$ cat src/rtl/wback_regfile_pkg.sv
// Shared defines for the writeback stage and the register file:
// writeback select codes, CSR addresses, trap cause codes, mstatus fields.
package wback_regfile_pkg;

  // Writeback result select
  typedef enum logic [1:0] {
    WB_ALU = 2'd0,
    WB_MEM = 2'd1,
    WB_PC4 = 2'd2,
    WB_CSR = 2'd3
  } wb_sel_e;

  // Machine-mode CSR addresses
  localparam logic [31:0] CSR_MSTATUS = 32'h0000_0300;
  localparam logic [31:0] CSR_MTVEC   = 32'h0000_0305;
  localparam logic [31:0] CSR_MEPC    = 32'h0000_0341;
  localparam logic [31:0] CSR_MCAUSE  = 32'h0000_0342;

  // Trap cause codes
  localparam logic [31:0] MCAUSE_ECALL_M = 32'd11;

  // mstatus bit positions
  localparam int MSTATUS_MIE    = 3;
  localparam int MSTATUS_MPIE   = 7;
  localparam int MSTATUS_MPP_LO = 11;
  localparam int MSTATUS_MPP_HI = 12;

  // True for addresses backed by a real CSR register
  function automatic logic csr_implemented(input logic [31:0] addr);
    return (addr == CSR_MSTATUS) || (addr == CSR_MTVEC) ||
           (addr == CSR_MEPC)    || (addr == CSR_MCAUSE);
  endfunction

endpackage

$ cat src/rtl/wback_regfile_csr_file.sv
// Machine CSRs (mstatus, mtvec, mepc, mcause) plus ecall/mret trap updates.
// Trap updates override software writes only on the CSRs the trap touches.
module csr_file
  import wback_regfile_pkg::*;
#(
  parameter logic [31:0] MSTATUS_RST = 32'h0000_1800
) (
  input  logic        clk_i,
  input  logic        rst_i,
  input  logic        csr_wena_i,
  input  logic [31:0] csr_waddr_i,
  input  logic [31:0] csr_wdata_i,
  input  logic [31:0] csr_raddr_i,
  output logic [31:0] csr_rdata_o,
  input  logic        ecall_i,
  input  logic [31:0] epc_i,
  input  logic        mret_i,
  output logic [31:0] mtvec_o,
  output logic [31:0] mepc_o
);

  logic [31:0] mstatus_q, mstatus_d;
  logic [31:0] mtvec_q,   mtvec_d;
  logic [31:0] mepc_q,    mepc_d;
  logic [31:0] mcause_q,  mcause_d;

  logic trap_ecall, trap_mret;
  logic wr_mstatus, wr_mtvec, wr_mepc, wr_mcause;

  // Software write enables, masked where a trap owns the register this cycle
  always_comb begin
    trap_ecall = ecall_i;
    trap_mret  = mret_i & ~ecall_i;   // ecall wins when both are raised
    wr_mstatus = csr_wena_i && (csr_waddr_i == CSR_MSTATUS) && !(ecall_i || mret_i);
    wr_mtvec   = csr_wena_i && (csr_waddr_i == CSR_MTVEC);
    wr_mepc    = csr_wena_i && (csr_waddr_i == CSR_MEPC)   && !ecall_i;
    wr_mcause  = csr_wena_i && (csr_waddr_i == CSR_MCAUSE) && !ecall_i;
  end

  // Next-state for each CSR
  always_comb begin
    mstatus_d = mstatus_q;
    mtvec_d   = mtvec_q;
    mepc_d    = mepc_q;
    mcause_d  = mcause_q;
    if (trap_ecall) begin
      mstatus_d[MSTATUS_MPIE] = mstatus_q[MSTATUS_MIE];
      mstatus_d[MSTATUS_MIE]  = 1'b0;
      mepc_d                  = epc_i;
      mcause_d                = MCAUSE_ECALL_M;
    end else if (trap_mret) begin
      // MPP is left untouched: only M-mode exists here
      mstatus_d[MSTATUS_MIE]  = mstatus_q[MSTATUS_MPIE];
      mstatus_d[MSTATUS_MPIE] = 1'b1;
    end else if (wr_mstatus) begin
      mstatus_d = csr_wdata_i;
    end
    if (wr_mtvec)  mtvec_d  = csr_wdata_i;
    if (wr_mepc)   mepc_d   = csr_wdata_i;
    if (wr_mcause) mcause_d = csr_wdata_i;
  end

  // CSR state registers
  always_ff @(posedge clk_i or posedge rst_i) begin
    if (rst_i) begin
      mstatus_q <= MSTATUS_RST;
      mtvec_q   <= '0;
      mepc_q    <= '0;
      mcause_q  <= '0;
    end else begin
      mstatus_q <= mstatus_d;
      mtvec_q   <= mtvec_d;
      mepc_q    <= mepc_d;
      mcause_q  <= mcause_d;
    end
  end

  // Read mux; a same-cycle write is forwarded only if it will actually land
  // (a write masked by a trap would otherwise show a value that never commits)
  always_comb begin
    csr_rdata_o = '0;
    unique case (csr_raddr_i)
      CSR_MSTATUS: csr_rdata_o = wr_mstatus ? csr_wdata_i : mstatus_q;
      CSR_MTVEC:   csr_rdata_o = wr_mtvec   ? csr_wdata_i : mtvec_q;
      CSR_MEPC:    csr_rdata_o = wr_mepc    ? csr_wdata_i : mepc_q;
      CSR_MCAUSE:  csr_rdata_o = wr_mcause  ? csr_wdata_i : mcause_q;
      default:     csr_rdata_o = '0;
    endcase
    if (rst_i) csr_rdata_o = (csr_raddr_i == CSR_MSTATUS) ? MSTATUS_RST : '0;
  end

  assign mtvec_o = mtvec_q;
  assign mepc_o  = mepc_q;

endmodule

$ cat src/rtl/wback_regfile.sv
// Writeback register file: 32x32 GPRs with write bypass, a busy scoreboard
// that stalls reads of pending destinations, and the machine CSR block.
module wback_regfile
  import wback_regfile_pkg::*;
#(
  parameter logic [31:0] MSTATUS_RST = 32'h0000_1800,
  parameter bit          SB_EN       = 1'b1
) (
  input  logic        clk_i,
  input  logic        rst_i,
  input  logic        wena_i,
  input  logic [4:0]  waddr_i,
  input  logic [31:0] wdata_i,
  input  logic        csr_wena_i,
  input  logic [31:0] csr_waddr_i,
  input  logic [31:0] csr_wdata_i,
  input  logic [4:0]  raddr1_i,
  input  logic [4:0]  raddr2_i,
  output logic [31:0] rdata1_o,
  output logic [31:0] rdata2_o,
  input  logic [31:0] csr_raddr_i,
  output logic [31:0] csr_rdata_o,
  input  logic        issue_i,
  input  logic [4:0]  issue_rd_i,
  input  logic        ecall_i,
  input  logic [31:0] epc_i,
  input  logic        mret_i,
  output logic        stall_o,
  output logic [31:0] mtvec_o,
  output logic [31:0] mepc_o
);

  localparam int NUM_RD = 2;

  logic [31:0] gpr_q [32];
  logic [31:0] busy_q, busy_d;

  logic [NUM_RD-1:0][4:0]  raddr;
  logic [NUM_RD-1:0][31:0] rdata;
  logic [NUM_RD-1:0]       stall_p;

  assign raddr[0] = raddr1_i;
  assign raddr[1] = raddr2_i;

  // GPR storage; x0 is never written so it stays 0 from reset
  always_ff @(posedge clk_i or posedge rst_i) begin
    if (rst_i) begin
      for (int i = 0; i < 32; i++) gpr_q[i] <= '0;
    end else if (wena_i && (waddr_i != 5'd0)) begin
      gpr_q[waddr_i] <= wdata_i;
    end
  end

  // Scoreboard next-state: writeback clears first, issue sets last so a
  // simultaneous issue/writeback on the same rd leaves it pending
  always_comb begin
    busy_d = busy_q;
    if (wena_i) busy_d[waddr_i] = 1'b0;
    if (issue_i && (issue_rd_i != 5'd0)) busy_d[issue_rd_i] = 1'b1;
    busy_d[0] = 1'b0;
  end

  // Scoreboard register
  always_ff @(posedge clk_i or posedge rst_i) begin
    if (rst_i) busy_q <= '0;
    else       busy_q <= busy_d;
  end

  // Per read port: bypass of same-cycle writeback and stall detection
  for (genvar p = 0; p < NUM_RD; p++) begin : g_rd
    logic hit_w;
    assign hit_w = wena_i && (waddr_i == raddr[p]) && (raddr[p] != 5'd0);

    // Read data with forwarding; forced to 0 while in reset
    always_comb begin
      rdata[p] = '0;
      if (!rst_i && (raddr[p] != 5'd0)) rdata[p] = hit_w ? wdata_i : gpr_q[raddr[p]];
    end

    // Pending operand unless its writeback is arriving this cycle
    always_comb begin
      stall_p[p] = busy_q[raddr[p]] && (raddr[p] != 5'd0) && !hit_w;
    end
  end

  assign rdata1_o = rdata[0];
  assign rdata2_o = rdata[1];
  assign stall_o  = SB_EN && !rst_i && (|stall_p);

  csr_file #(
    .MSTATUS_RST (MSTATUS_RST)
  ) u_csr (
    .clk_i       (clk_i),
    .rst_i       (rst_i),
    .csr_wena_i  (csr_wena_i),
    .csr_waddr_i (csr_waddr_i),
    .csr_wdata_i (csr_wdata_i),
    .csr_raddr_i (csr_raddr_i),
    .csr_rdata_o (csr_rdata_o),
    .ecall_i     (ecall_i),
    .epc_i       (epc_i),
    .mret_i      (mret_i),
    .mtvec_o     (mtvec_o),
    .mepc_o      (mepc_o)
  );

endmodule
$ cat config.mk
export PLATFORM = sky130hd
export DESIGN_NAME = wback_regfile
export DESIGN_NICKNAME = d
export VERILOG_FILES = /design/src/rtl/wback_regfile_pkg.sv /design/src/rtl/wback_regfile_csr_file.sv /design/src/rtl/wback_regfile.sv
export SDC_FILE = /design/constraint.sdc
export NUM_CORES = 2
export LEC_CHECK = 0
export CAP_MARGIN = 10
export CORE_MARGIN = 5
export CORE_UTILIZATION = 65
export CTS_CLUSTER_DIAMETER = 120
export DETAILED_ROUTE_END_ITERATION = 8
export PLACE_DENSITY = 0.86
export SYNTH_ARGS = -nofsm -noshare
export SYNTH_HDL_FRONTEND = slang
export SYNTH_HIERARCHICAL = 1
export SYNTH_SLANG_ARGS = --single-unit
$ cat constraint.sdc
create_clock -name clk_i -period 130.4 [get_ports clk_i]
set_input_delay 26.08 -clock clk_i [delete_from_list [all_inputs] [get_ports clk_i]]
set_output_delay 26.08 -clock clk_i [all_outputs]
set_load 0.01 [all_outputs]
==> impl_metrics.toml <==
[clock_tree]
clock_latency_ps = 700
cts_sinks = 1183
clk_pin_slew_ps = 70
cts_max_level = 3
cts_tree = "done"
cts_buffers = 118
cts_resized = 0
post_cts_buffers = 0
ctsLongestPathBuffers = 3
cts-root-buf = "clkbuf_16"
cts_hold_buf = 0

[floorplanning]
io_pins = 348
floorplan.initialDensity = 0.654
fp.dieH_um = 322
num_rows = 114
die_w_um = 322
core_area_um2 = 96700
die_area_um2 = 104000

[grt]
overflow = 0
grt_max_degree = 206
grt_use_total = 0.375
antenna_found_initial = 2
grt_pass1_vias = 46100
grt_pass1_wl_um = 295000

[power_and_ir_drop]
powerDensity_nw_per_um2 = 14.5
peakVddDrop_uv = 14.5
power.leakage_uw = 0.0308

[critical_path]
worstSetupPathType = "primary input to output pin"
end_kind = "output pin"
path_max_fanout = 77
cp.arrival_ps = 30650
start_kind = "primary input"
crit_required_ps = 104320

[placed_design]
gp_congestion = 0.866
place_ws_ps = 73970
dp_cells = 5690
placed_area_um2 = 67300
port_buffers = 347
place_hpwl_um = 110000

[run_status]
outcome = "complete, no violations"

[logic_synthesis]
syn_area_um2 = 63300
ys.flop_type = "dfrtp_1"
ys_seq_elements = 1183
synth.area.top_cells = "dfrtp_1, mux4_2, mux2_1, mux2_2, a22oi_1"
yosysWarnings = 6
syn_area_per_cell_um2 = 14.2
synth_top_area_share = 0.467
async_flop_share = 1.00
yosysTopAreaCell = "dfrtp_1"
synth_edf_count = 0
synth_cells = 4444
yosysSeqAreaShare = 0.468
syn_nets = 4631
synth_cell_types = 64

[timing]
hold_viol_final = 0
post-route-min-period_ps = 56730
tns_ps = 0
setup_slack_ps = 73670
finalClockSkew_ps = 0.199
finalCritPeriodShare = 0.435
rsz0062_at_grt = "false"
relSlewSlack = 0.161
fmax_ghz = 0.0176
tightestPinTransition_ps = 1260
final_max_slew_viol_count = 0
setup_viol = 0

[final_layout]
drive_gt1_frac = 0.297
areaGrowthSynthToFinish_pct = 12.9
fin_area_um2 = 71400
fin_nets = 4721
final_cells = 5910
fillers = 5785

[route]
drt_iter0_drc = 5240
route.detailed.drc = 0
drt_wl_total_um = 194000
via_per_inst = 7.39
drt-wirelength-per-cell_um = 32.9
firstDrtPassIters = 6
ant_nets = 0
via_count = 43700

[run]
maxCapViolCount = 0

[min_path]
hold_path.class = "flip-flop to flip-flop"
## metal layers
layer / part of all wire / track usage
met1: 0.34 / 0.475
met5: 0 / 0
met3: 0.11 / 0.0892
met4: 0.079 / 0.247
met2: 0.47 / 0.585
## power by group
group          total, uW  switching [uW]  internal (uW)
clock                356             149            207
sequential           480            49.1            431
combinational        198            81.8            116
## cell type report
type,instances,area [um2],share of cell area
inverters,12,55.1,0.000771
repair buffers,454,4330,0.0607
clock buffers,174,3490,0.0489
clock inverters,42,552,0.00773
well taps,1276,1600,0.0224
diodes,4,10.0,0.000140
multi-input cells,2765,31700,0.445
flip-flops and latches,1183,29600,0.415
## worst max-delay path: stages
cell             delay [ps]
buf_8                   540
buf_4                   930
buf_4                   860
mux4_2                  360
a22oi_1                 100
nand4_1                 180
nor2_1                   50
nor3_1                  770
clkdlybuf4s50_1         690
## placed cells by master (no fill, tap or decap), types with 5 or more instances in the layout
cell type | synthesis | routed
nor4_2 | 4 | 6
nor3b_1 | 10 | 7
a31oi_1 | 29 | 29
clkinv_2 | 0 | 23
mux2_1 | 669 | 669
xor2_1 | 5 | 5
buf_4 | 18 | 106
a21oi_1 | 66 | 65
clkbuf_8 | 0 | 31
mux2_2 | 474 | 474
nor2_4 | 0 | 16
clkdlybuf4s50_1 | 0 | 340
nand2_2 | 0 | 15
mux4_2 | 522 | 522
mux2i_1 | 120 | 120
o31a_1 | 6 | 6
a22oi_1 | 187 | 187
buf_8 | 0 | 5
nor2_1 | 86 | 73
nor2b_1 | 7 | 7
nor3_1 | 37 | 34
nand4_1 | 36 | 36
and2_1 | 5 | 5
o211ai_1 | 31 | 31
bufinv_16 | 0 | 11
nand3_1 | 37 | 37
o22ai_1 | 29 | 29
a22o_1 | 17 | 17
nand2_1 | 218 | 203
clkbuf_1 | 243 | 24
nand3b_1 | 14 | 14
clkbuf_16 | 0 | 119
dfrtp_1 | 1181 | 1181
inv_1 | 10 | 8
o21ai_0 | 43 | 43
o21ai_1 | 30 | 29
nor4_1 | 20 | 17
## synthesized netlist by cell type (all sizes together) (29+ instances only)
library cell / n
nand4: 37
o22ai: 29
a21oi: 66
mux2: 1143
clkbuf: 243
buf: 241
nand3: 37
nor2: 90
nand2: 218
a22oi: 187
o21ai: 73
a31oi: 29
nor3: 38
mux2i: 120
dfrtp: 1181
o211ai: 31
mux4: 522
## sequential cells by signal (all words and copies together), names as in the netlist
| signal | flops |
|---|---|
| busy_q | 31 |
| u_csr/mcause_q | 32 |
| gpr_q | 1024 |
| u_csr/mepc_o | 32 |
| u_csr/mtvec_o | 32 |
| u_csr/mstatus_q | 32 |
## final timing paths
check                           slack [ps]  cells after the start                end               from
worst max-delay path                 73670                      9       rdata1_o[26]        raddr1_i[1]
worst min-delay path                   400                      0        gpr_q[1012]        gpr_q[1012]
worst max register to register      129390                      2  u_csr/mtvec_o[11]  u_csr/mtvec_o[11]
worst min register to register         400                      0        gpr_q[1012]        gpr_q[1012]
max in group asynchronous           100350                      6         gpr_q[883]              rst_i
min in group asynchronous            26110                      2         gpr_q[118]              rst_i
## cell families after synthesis
logic type	share of synthesized area
AO/OA/AOI/OAI	0.0484
XOR/XNOR	0.00125
buffers and inverters	0.0345
flip-flops	0.468
multiplexers	0.408
AND/OR/NAND/NOR	0.0395
## through the flow
stage | hold WS (ps) | power [uW] | util
floorplan | 441 | 616 | -
global placement | 377 | 663 | 0.696
detailed placement | 382 | 678 | 0.696
CTS | 396 | 1030 | 0.738
global route | 409 | 1070 | 0.738
finish | 397 | 1030 | 0.738
Note: power is estimated with default switching activity, not from simulation.
